### src/rtl/pixel_stream_stats.sv
// pixel_stream_stats
//
// Collects per-frame pixel statistics (min, max, sum) from a packed pixel
// stream and publishes them once the sensor signals end of frame. The block
// tracks the position of the next expected word and flags frames that end
// early (short) or that deliver words after the last pixel (long).
//
// Parameters
//   PIXEL_BITS   bits per pixel
//   BUS_WIDTH    pixels per input word
//   ARRAY_WIDTH  pixels per row, must be a multiple of BUS_WIDTH
//   ARRAY_HEIGHT rows per frame
//
// Ports
//   CLK            clock, all state updates on the rising edge
//   RESET          asynchronous active-low reset
//   IN_VALID       qualifies IN_DATA for one cycle
//   IN_DATA        BUS_WIDTH lanes, lane 0 in the low bits is the leftmost pixel
//   FRAME_FINISHED level from the sensor, a rising edge marks end of frame
//   COL_IDX        column of lane 0 of the next expected word
//   ROW_IDX        row of the next expected word
//   ROW_END        one-cycle pulse after the last word of a row is accepted
//   STATS_VALID    one-cycle pulse when the statistics outputs update
//   PIX_MIN        minimum pixel of the last closed frame
//   PIX_MAX        maximum pixel of the last closed frame
//   PIX_SUM        sum of all pixels of the last closed frame
//   ERR_SHORT      last closed frame ended before its final word
//   ERR_LONG       last closed frame received words after its final word

module pixel_stream_stats #(
  parameter int unsigned PIXEL_BITS   = 8,
  parameter int unsigned BUS_WIDTH    = 4,
  parameter int unsigned ARRAY_WIDTH  = 128,
  parameter int unsigned ARRAY_HEIGHT = 128,
  localparam int unsigned COL_W  = (ARRAY_WIDTH > 1) ? $clog2(ARRAY_WIDTH) : 1,
  localparam int unsigned ROW_W  = (ARRAY_HEIGHT > 1) ? $clog2(ARRAY_HEIGHT) : 1,
  localparam int unsigned SUM_W  = PIXEL_BITS + $clog2(ARRAY_WIDTH * ARRAY_HEIGHT),
  localparam int unsigned DATA_W = BUS_WIDTH * PIXEL_BITS
) (
  input  logic                  CLK,
  input  logic                  RESET,
  input  logic                  IN_VALID,
  input  logic [DATA_W-1:0]     IN_DATA,
  input  logic                  FRAME_FINISHED,
  output logic [COL_W-1:0]      COL_IDX,
  output logic [ROW_W-1:0]      ROW_IDX,
  output logic                  ROW_END,
  output logic                  STATS_VALID,
  output logic [PIXEL_BITS-1:0] PIX_MIN,
  output logic [PIXEL_BITS-1:0] PIX_MAX,
  output logic [SUM_W-1:0]      PIX_SUM,
  output logic                  ERR_SHORT,
  output logic                  ERR_LONG
);

  typedef enum logic [1:0] {
    StIdle,
    StRecv,
    StWaitFf,
    StClose
  } state_e;

  localparam logic [COL_W-1:0] ColLast = COL_W'(ARRAY_WIDTH - BUS_WIDTH);
  localparam logic [ROW_W-1:0] RowLast = ROW_W'(ARRAY_HEIGHT - 1);

  state_e state_q, state_d;

  logic                  ff_q;
  logic                  ff_edge;

  logic [COL_W-1:0]      col_q, col_d;
  logic [ROW_W-1:0]      row_q, row_d;

  logic [PIXEL_BITS-1:0] acc_min_q, acc_min_d;
  logic [PIXEL_BITS-1:0] acc_max_q, acc_max_d;
  logic [SUM_W-1:0]      acc_sum_q, acc_sum_d;
  logic                  short_q, short_d;
  logic                  long_q, long_d;

  logic                  row_end_q, row_end_d;
  logic                  stats_valid_q, stats_valid_d;
  logic [PIXEL_BITS-1:0] pix_min_q, pix_min_d;
  logic [PIXEL_BITS-1:0] pix_max_q, pix_max_d;
  logic [SUM_W-1:0]      pix_sum_q, pix_sum_d;
  logic                  err_short_q, err_short_d;
  logic                  err_long_q, err_long_d;

  // Per-word reduction of all lanes
  logic [PIXEL_BITS-1:0] lane;
  logic [PIXEL_BITS-1:0] word_min;
  logic [PIXEL_BITS-1:0] word_max;
  logic [SUM_W-1:0]      word_sum;

  logic accept;
  logic col_last;
  logic row_last;
  logic word_last;

  // The edge compares the live pin with its single registered sample, so the
  // closing edge enters StClose on the first clock that sees it.
  assign ff_edge = FRAME_FINISHED & ~ff_q;

  // Words are only taken while a frame is open; StWaitFf and StClose drop them.
  assign accept    = IN_VALID & ((state_q == StIdle) | (state_q == StRecv));
  assign col_last  = (col_q == ColLast);
  assign row_last  = (row_q == RowLast);
  assign word_last = accept & col_last & row_last;

  always_comb begin
    lane     = '0;
    word_min = '1;
    word_max = '0;
    word_sum = '0;
    for (int k = 0; k < int'(BUS_WIDTH); k++) begin
      lane = IN_DATA[k*PIXEL_BITS +: PIXEL_BITS];
      if (lane < word_min) word_min = lane;
      if (lane > word_max) word_max = lane;
      word_sum = word_sum + SUM_W'(lane);
    end
  end

  always_comb begin
    state_d       = state_q;
    col_d         = col_q;
    row_d         = row_q;
    acc_min_d     = acc_min_q;
    acc_max_d     = acc_max_q;
    acc_sum_d     = acc_sum_q;
    short_d       = short_q;
    long_d        = long_q;
    row_end_d     = 1'b0;
    stats_valid_d = 1'b0;
    pix_min_d     = pix_min_q;
    pix_max_d     = pix_max_q;
    pix_sum_d     = pix_sum_q;
    err_short_d   = err_short_q;
    err_long_d    = err_long_q;

    // Fold the word and advance the position whenever a word is accepted
    if (accept) begin
      if (word_min < acc_min_q) acc_min_d = word_min;
      if (word_max > acc_max_q) acc_max_d = word_max;
      acc_sum_d = acc_sum_q + word_sum;
      if (col_last) begin
        col_d     = '0;
        row_d     = row_last ? '0 : row_q + ROW_W'(1);
        row_end_d = 1'b1;
      end else begin
        col_d = col_q + COL_W'(BUS_WIDTH);
      end
    end

    unique case (state_q)
      StIdle: begin
        // An end-of-frame edge with no frame open is ignored; a word opens
        // the frame and is then handled exactly as in StRecv.
        if (IN_VALID) begin
          if (ff_edge) begin
            state_d = StClose;
            if (!word_last) short_d = 1'b1;
          end else if (word_last) begin
            state_d = StWaitFf;
          end else begin
            state_d = StRecv;
          end
        end
      end

      StRecv: begin
        if (ff_edge) begin
          // Closing on the last word itself is a complete frame
          state_d = StClose;
          if (!word_last) short_d = 1'b1;
        end else if (word_last) begin
          state_d = StWaitFf;
        end
      end

      StWaitFf: begin
        if (IN_VALID) long_d = 1'b1;
        if (ff_edge) state_d = StClose;
      end

      StClose: begin
        pix_min_d     = acc_min_q;
        pix_max_d     = acc_max_q;
        pix_sum_d     = acc_sum_q;
        err_short_d   = short_q;
        err_long_d    = long_q;
        stats_valid_d = 1'b1;
        acc_min_d     = '1;
        acc_max_d     = '0;
        acc_sum_d     = '0;
        col_d         = '0;
        row_d         = '0;
        short_d       = 1'b0;
        long_d        = 1'b0;
        state_d       = StIdle;
      end

      default: state_d = StIdle;
    endcase
  end

  always_ff @(posedge CLK or negedge RESET) begin
    if (!RESET) begin
      state_q       <= StIdle;
      ff_q          <= 1'b0;
      col_q         <= '0;
      row_q         <= '0;
      acc_min_q     <= '1;
      acc_max_q     <= '0;
      acc_sum_q     <= '0;
      short_q       <= 1'b0;
      long_q        <= 1'b0;
      row_end_q     <= 1'b0;
      stats_valid_q <= 1'b0;
      pix_min_q     <= '0;
      pix_max_q     <= '0;
      pix_sum_q     <= '0;
      err_short_q   <= 1'b0;
      err_long_q    <= 1'b0;
    end else begin
      state_q       <= state_d;
      ff_q          <= FRAME_FINISHED;
      col_q         <= col_d;
      row_q         <= row_d;
      acc_min_q     <= acc_min_d;
      acc_max_q     <= acc_max_d;
      acc_sum_q     <= acc_sum_d;
      short_q       <= short_d;
      long_q        <= long_d;
      row_end_q     <= row_end_d;
      stats_valid_q <= stats_valid_d;
      pix_min_q     <= pix_min_d;
      pix_max_q     <= pix_max_d;
      pix_sum_q     <= pix_sum_d;
      err_short_q   <= err_short_d;
      err_long_q    <= err_long_d;
    end
  end

  assign COL_IDX     = col_q;
  assign ROW_IDX     = row_q;
  assign ROW_END     = row_end_q;
  assign STATS_VALID = stats_valid_q;
  assign PIX_MIN     = pix_min_q;
  assign PIX_MAX     = pix_max_q;
  assign PIX_SUM     = pix_sum_q;
  assign ERR_SHORT   = err_short_q;
  assign ERR_LONG    = err_long_q;

endmodule

### config.mk
export PLATFORM = sky130hd
export DESIGN_NAME = pixel_stream_stats
export DESIGN_NICKNAME = d
export VERILOG_FILES = /design/src/rtl/pixel_stream_stats.sv
export SDC_FILE = /design/constraint.sdc
export NUM_CORES = 1
export LEC_CHECK = 0
export BUFFER_PORTS_ARGS = -buffer_cell sky130_fd_sc_hd__clkbuf_2
export CAP_MARGIN = 20
export CORE_UTILIZATION = 59
export CTS_BUF_LIST = sky130_fd_sc_hd__clkbuf_16
export CTS_CLUSTER_DIAMETER = 50
export DETAILED_ROUTE_END_ITERATION = 8
export HOLD_SLACK_MARGIN = 0.08
export PLACE_DENSITY = 0.81
export SYNTH_ARGS = -nofsm -noshare
export SYNTH_HDL_FRONTEND = slang
export SYNTH_SLANG_ARGS = --single-unit
### constraint.sdc
create_clock -name CLK -period 4 [get_ports CLK]
set_clock_uncertainty 0.15 [all_clocks]
set_input_delay 0.4 -clock CLK [delete_from_list [all_inputs] [get_ports CLK]]
set_output_delay 0.4 -clock CLK [all_outputs]
set_load 0.01 [all_outputs]
* After elaboration in Yosys (flattened, before gate mapping)
Index checks and enable logic that the tools add are counted.
** Storage, ports and cells
- Bits of input ports :: 36
- Flip-flop bits (word level) :: 99
- Output and inout port bits :: 56
** Cells by class
- Equal/unequal tests :: 9
- Mux-type cells :: 39
- Reductions and logical operators :: 13
- Bitwise gates (word level) :: 6
- $add $sub $neg :: 6
- Order comparisons :: 10
** Operators with widths (number)
- $mux 8 :: 14
- $mux 7 :: 7
- $mux 22 :: 2
- $gt 8x8->1 :: 4
- $lt 8x8->1 :: 4
- $add 22x11->22 :: 1
- $eq 7x7->1 const B :: 2
- $mux 2 :: 6
- $add 10x8->11 :: 1
- $add 9x8->10 :: 1
- $reduce_and 2->1 :: 5
- $reduce_bool 2->1 :: 5
- $add 8x8->9 :: 1
- $gt 8x1->1 const B :: 1
- $lt 8x8->1 const B :: 1
- $pmux 2 s4 :: 1
- $add 7x1->7 const B :: 1
- $add 7x3->7 const B :: 1
- $mux 1 :: 7
- $ne 2x2->1 const B :: 3
- $and 1x1->1 :: 4
- $eq 2x2->1 const B :: 2
- $ne 3x3->1 const B :: 1
- $pmux 1 s3 :: 1
- 7 further kinds :: 7

* Depth between registers and ports, before layout
- Depth after elaboration :: 12
- Gate-level depth with buffers :: 33

* Least setup slack after synthesis
Ideal clock, no wire load.
- Kind :: input to register
- Start point :: input IN_DATA[7]
- End point :: register acc_max_q[0]
- Setup slack :: -2.913 ns
- Setup time :: 0.086 ns
- Arrival :: 6.677 ns
- Path buffers :: 0
- Stages :: 31
- Data required time :: 3.764 ns
- Path through :: inv_1 -> ha_1 -> and4_1 -> o21ai_0 -> a32oi_1 -> mux2_2 -> ha_1 -> and3_1 -> nand4_1 -> o21ai_0 -> a21oi_1 -> mux2i_1 -> inv_1 -> ha_1 -> nor2b_1 -> o21a_1 -> o21a_1 -> o21ai_0 -> nand3b_1 -> nand2_1 -> mux2i_1 -> inv_1 -> ha_1 -> nor2b_1 -> o21a_1 -> o21a_1 -> o21ai_0 -> a21oi_1 -> o31ai_1 -> nand2_1 -> o21ai_0
** Between the ends
- Word-level cells in the longest chain between the ends :: 11
** RTL lines
- start: declaration :: line 43 : input logic [DATA_W-1:0] IN_DATA,
- $gt 8x1->1 :: line 117 : if (lane > word_max) word_max = lane;
- $mux 8 (*) :: line 117
- $gt 8x8->1 :: line 117
- $mux 8 (*) :: line 117
- $gt 8x8->1 :: line 117
- $mux 8 (*) :: line 117
- $gt 8x8->1 :: line 117
- $mux 8 (*) :: line 117
- $gt 8x8->1 / $mux 8 (equally long branches) :: line 142 : if (word_max > acc_max_q) acc_max_d = word_max;
- $reduce_bool 2->1 (no source line) / $mux 8 (equally long branches)
- $reduce_and 2->1 (no source line) / $mux 8 (equally long branches)
- end signal: assignment :: line 229 : acc_max_q <= acc_max_d;
- end: declaration :: line 75 : logic [PIXEL_BITS-1:0] acc_max_q, acc_max_d;
Every way passes the cells marked *; elsewhere a longest branch is shown, timed or not. The select of a mux whose other input is x is not followed.
A chain may end at the register's enable or synchronous reset.

* Worst setup path after layout
- Start point :: input IN_DATA[14]
- End point :: register acc_max_q[7]
** Between the ends
- Word-level cells in the longest chain between the ends :: 9
** RTL lines (line)
- $gt 8x8->1 :: 117
- $mux 8 (*) :: 117
- $gt 8x8->1 :: 117
- $mux 8 (*) :: 117
- $gt 8x8->1 :: 117
- $mux 8 (*) :: 117
- $gt 8x8->1 / $mux 8 (equally long branches) :: 142
- $reduce_bool 2->1 (no source line) / $mux 8 (equally long branches)
- $reduce_and 2->1 (no source line) / $mux 8 (equally long branches)
Marked as above.

==> impl_metrics.env <==
export IMPL_grt_pass1_wl_um=36300
export IMPL_hold_class="primary input to flop"
export IMPL_grt_max_degree=54
export IMPL_slowest_stage="mux2i_2"
export IMPL_worst_pin_slew_ns=1.16
export IMPL_n_antenna_cell=0
export IMPL_rows=39
export IMPL_violations="negative setup slack"
export IMPL_fp_dieH_um=111
export IMPL_finalHoldViolations=0
export IMPL_cts_sinks=97
export IMPL_h_tree_depth=3
export IMPL_finalPower_w=0.00717
export IMPL_path_class="primary input to flop"
export IMPL_gp_congestion=0.965
export IMPL_critPathMostFrequentCell="o21a_1"
export IMPL_cts_buffers_inserted=9
export IMPL_p_per_area_nw_per_um2=713
export IMPL_hpwlAfterDp_um=14600
export IMPL_r2r_slack_ns=0.62
export IMPL_nNetsFinal=1059
export IMPL_max_stage_delay_ns=0.33
export IMPL_grt_pass1_vias=7166
export IMPL_drtIter0Drc=528
export IMPL_dieArea_um2=12300
export IMPL_core_um2=11500
export IMPL_fmax_mhz=153
export IMPL_finalInstanceArea_um2=10100
export IMPL_dr_total_vias=6890
export IMPL_crit_family="compound AO/OA/AOI/OAI gates"
export IMPL_highest_layer="met4"
export IMPL_cts_tree="done"
export IMPL_cp_max_fo=5
export IMPL_post_route_util=0.877
export IMPL_drv_slew=0
export IMPL_relSlewSlack=0.222
export IMPL_vias_per_cell=6.45
export IMPL_synth_async_sr_flop_share=1.00
export IMPL_yosysWarnings=0
export IMPL_ir_worst_vdd_v=0.000528
export IMPL_fill_cells=471
export IMPL_p_leak_nw=4.90
export IMPL_synth_edf_count=0
export IMPL_drt_pass1_iterations=5
export IMPL_grt_usage=0.381
export IMPL_status="complete, but fails checks"
export IMPL_cp_num_buf_inv=7
export IMPL_avgSynthCellArea_um2=10.1
export IMPL_min_period_ns=6.55
export IMPL_place_area_um2=8690
export IMPL_netlist_instances=689
export IMPL_portBuffers=89
export IMPL_setup_violations=27
export IMPL_synth_cell_types=59
export IMPL_clock_latency_ns=0.36
export IMPL_syn_to_final_growth_pct=44.1
export IMPL_wl_met3_um=2120
export IMPL_layout_setup_ws_ns=-2.55
export IMPL_route_met2_wl_um=12500
export IMPL_finalSetupTns_ns=-38.57
export IMPL_cp_start_kind="primary input"
export IMPL_start_util=0.609
export IMPL_drc=0
export IMPL_synth_common_cells="dfrtp_1 (89), ha_1 (80), inv_1 (70)"
export IMPL_clockBufferDepth=2
export IMPL_period_share=1.64
export IMPL_synth_top_area_frac=0.319
export IMPL_root_buffer="clkbuf_16"
export IMPL_rsz0062_at_grt="true"
export IMPL_die_w_um=111
export IMPL_cp_required_ns=4.12
export IMPL_antenna_found_initial=0
export IMPL_finalWirelength_um=25700
export IMPL_synthMostInstantiatedCell="dfrtp_1"
export IMPL_layout_drive_gt1_share=0.482
export IMPL_synthTopCellsByArea="dfrtp_1 (32%), ha_1 (14%), mux2_2 (8.1%)"
export IMPL_cts_clk_slew_worst_paths_ns=0.07
export IMPL_drt_met1_wl_um=9100
export IMPL_syn_cell_area_um2=6980
export IMPL_seq_area_frac_synth=0.349
export IMPL_cap_viol_max_count=0
export IMPL_io_pins=92
export IMPL_cp_end_kind="flop"
export IMPL_gr_total_overflow=0
export IMPL_synth_seq_cells=97
export IMPL_yosys_most_used_dff="dfrtp_1"
export IMPL_synth_area_leader_cell="dfrtp_1"
export IMPL_ant_nets=0
export IMPL_wire_per_inst_um=24.1
export IMPL_arrival_ns=6.67
[worst register-to-register path, stage by stage (launching register included)]
cell and delay [ns]:
dfrtp_1 0.36, inv_1 0.09, fa_1 0.56, inv_2 0.05
ha_4 0.16, fa_2 0.35, a21o_1 0.18, a21oi_2 0.18
nor2b_1 0.08, o21a_1 0.22, o41ai_4 0.28, o221ai_2 0.14
buf_6 0.17, a31o_4 0.23, a21oi_2 0.12
[through the flow]
step           setup WS (ns)  hold WS, ns  cells
2_1_floorplan          -1.83      -0.0456    690
3_3_place_gp           -2.25        0.312   1018
3_5_place_dp           -2.48        0.321   1018
4_1_cts                -1.91        0.161   1060
5_1_grt                -2.68        0.183   1068
6_report               -2.55        0.164   1068
[power by group]
part	leakage [nW]	internal, W	switching, W
registers	1.22	0.00138	0.000318
logic	3.54	0.00219	0.00241
clock network	0.145	0.000484	0.000394
[sequential cells by signal, indices dropped and copies added, names as in the netlist, 2 cells and up]
signal and flops:
PIX_MAX 8, acc_max_q 8, PIX_MIN 8, acc_min_q 8, state_q 2, acc_sum_q 22, ROW_IDX 7, PIX_SUM 22
COL_IDX 5
[timing repair]
action	in CTS	in global routing
setup buffers	25	8
resized for setup	97	75
hold buffers	2	0
endpoints found under the hold margin	43	0
endpoints found under the setup margin	29	29
pin swaps	55	52
[metal layers]
metal  up-vias  global-route usage
met2       479               0.647
met4         0               0.236
li1       2897                   -
met1      3323               0.439
met3       191              0.0804
met5         -                   0
[cell families (layout without fill, tap and decap cells)]
group	Yosys count	after routing	share of synthesized area
XOR/XNOR	16	16	0.0201
AND/OR/NAND/NOR	149	149	0.101
AO/OA/AOI/OAI	152	152	0.143
adder cells (fa/ha/maj)	103	103	0.209
other	1	2	0.000537
multiplexers	84	84	0.129
buffers and inverters	87	322	0.0478
flip-flops	97	97	0.349
[area by class of cell]
class                           count  area [µm²]  area share
Timing Repair Buffer              235        1730       0.172
Clock inverter                      7        67.6     0.00671
Tap cell                          143         179      0.0178
Clock buffer                        9         225      0.0224
Multi-Input combinational cell    506        5150       0.512
Sequential cell                    97        2440       0.242
Inverter                           71         277      0.0275
[placed cells by master, fill, tap and decap left out, types with 23 or more instances in the layout]
cell and n:
clkbuf_2 78, mux2_2 43, nor2_1 34, ha_4 23, nand2_1 46, inv_1 58, buf_6 25, dfrtp_1 89
buf_4 123, ha_1 53
[path summary, 6_finish.rpt]
check / to / from / cells past startpoint
max in group asynchronous: acc_min_q[6] / RESET / 3
worst min register to register: PIX_SUM[13] / PIX_SUM[13] / 1
worst max-delay path: acc_max_q[7] / IN_DATA[14] / 35
worst max register to register: acc_sum_q[19] / acc_sum_q[1] / 14
worst min-delay path: long_q / IN_VALID / 2
min in group asynchronous: acc_max_q[3] / RESET / 2
Power figures use the tool's default switching activity.
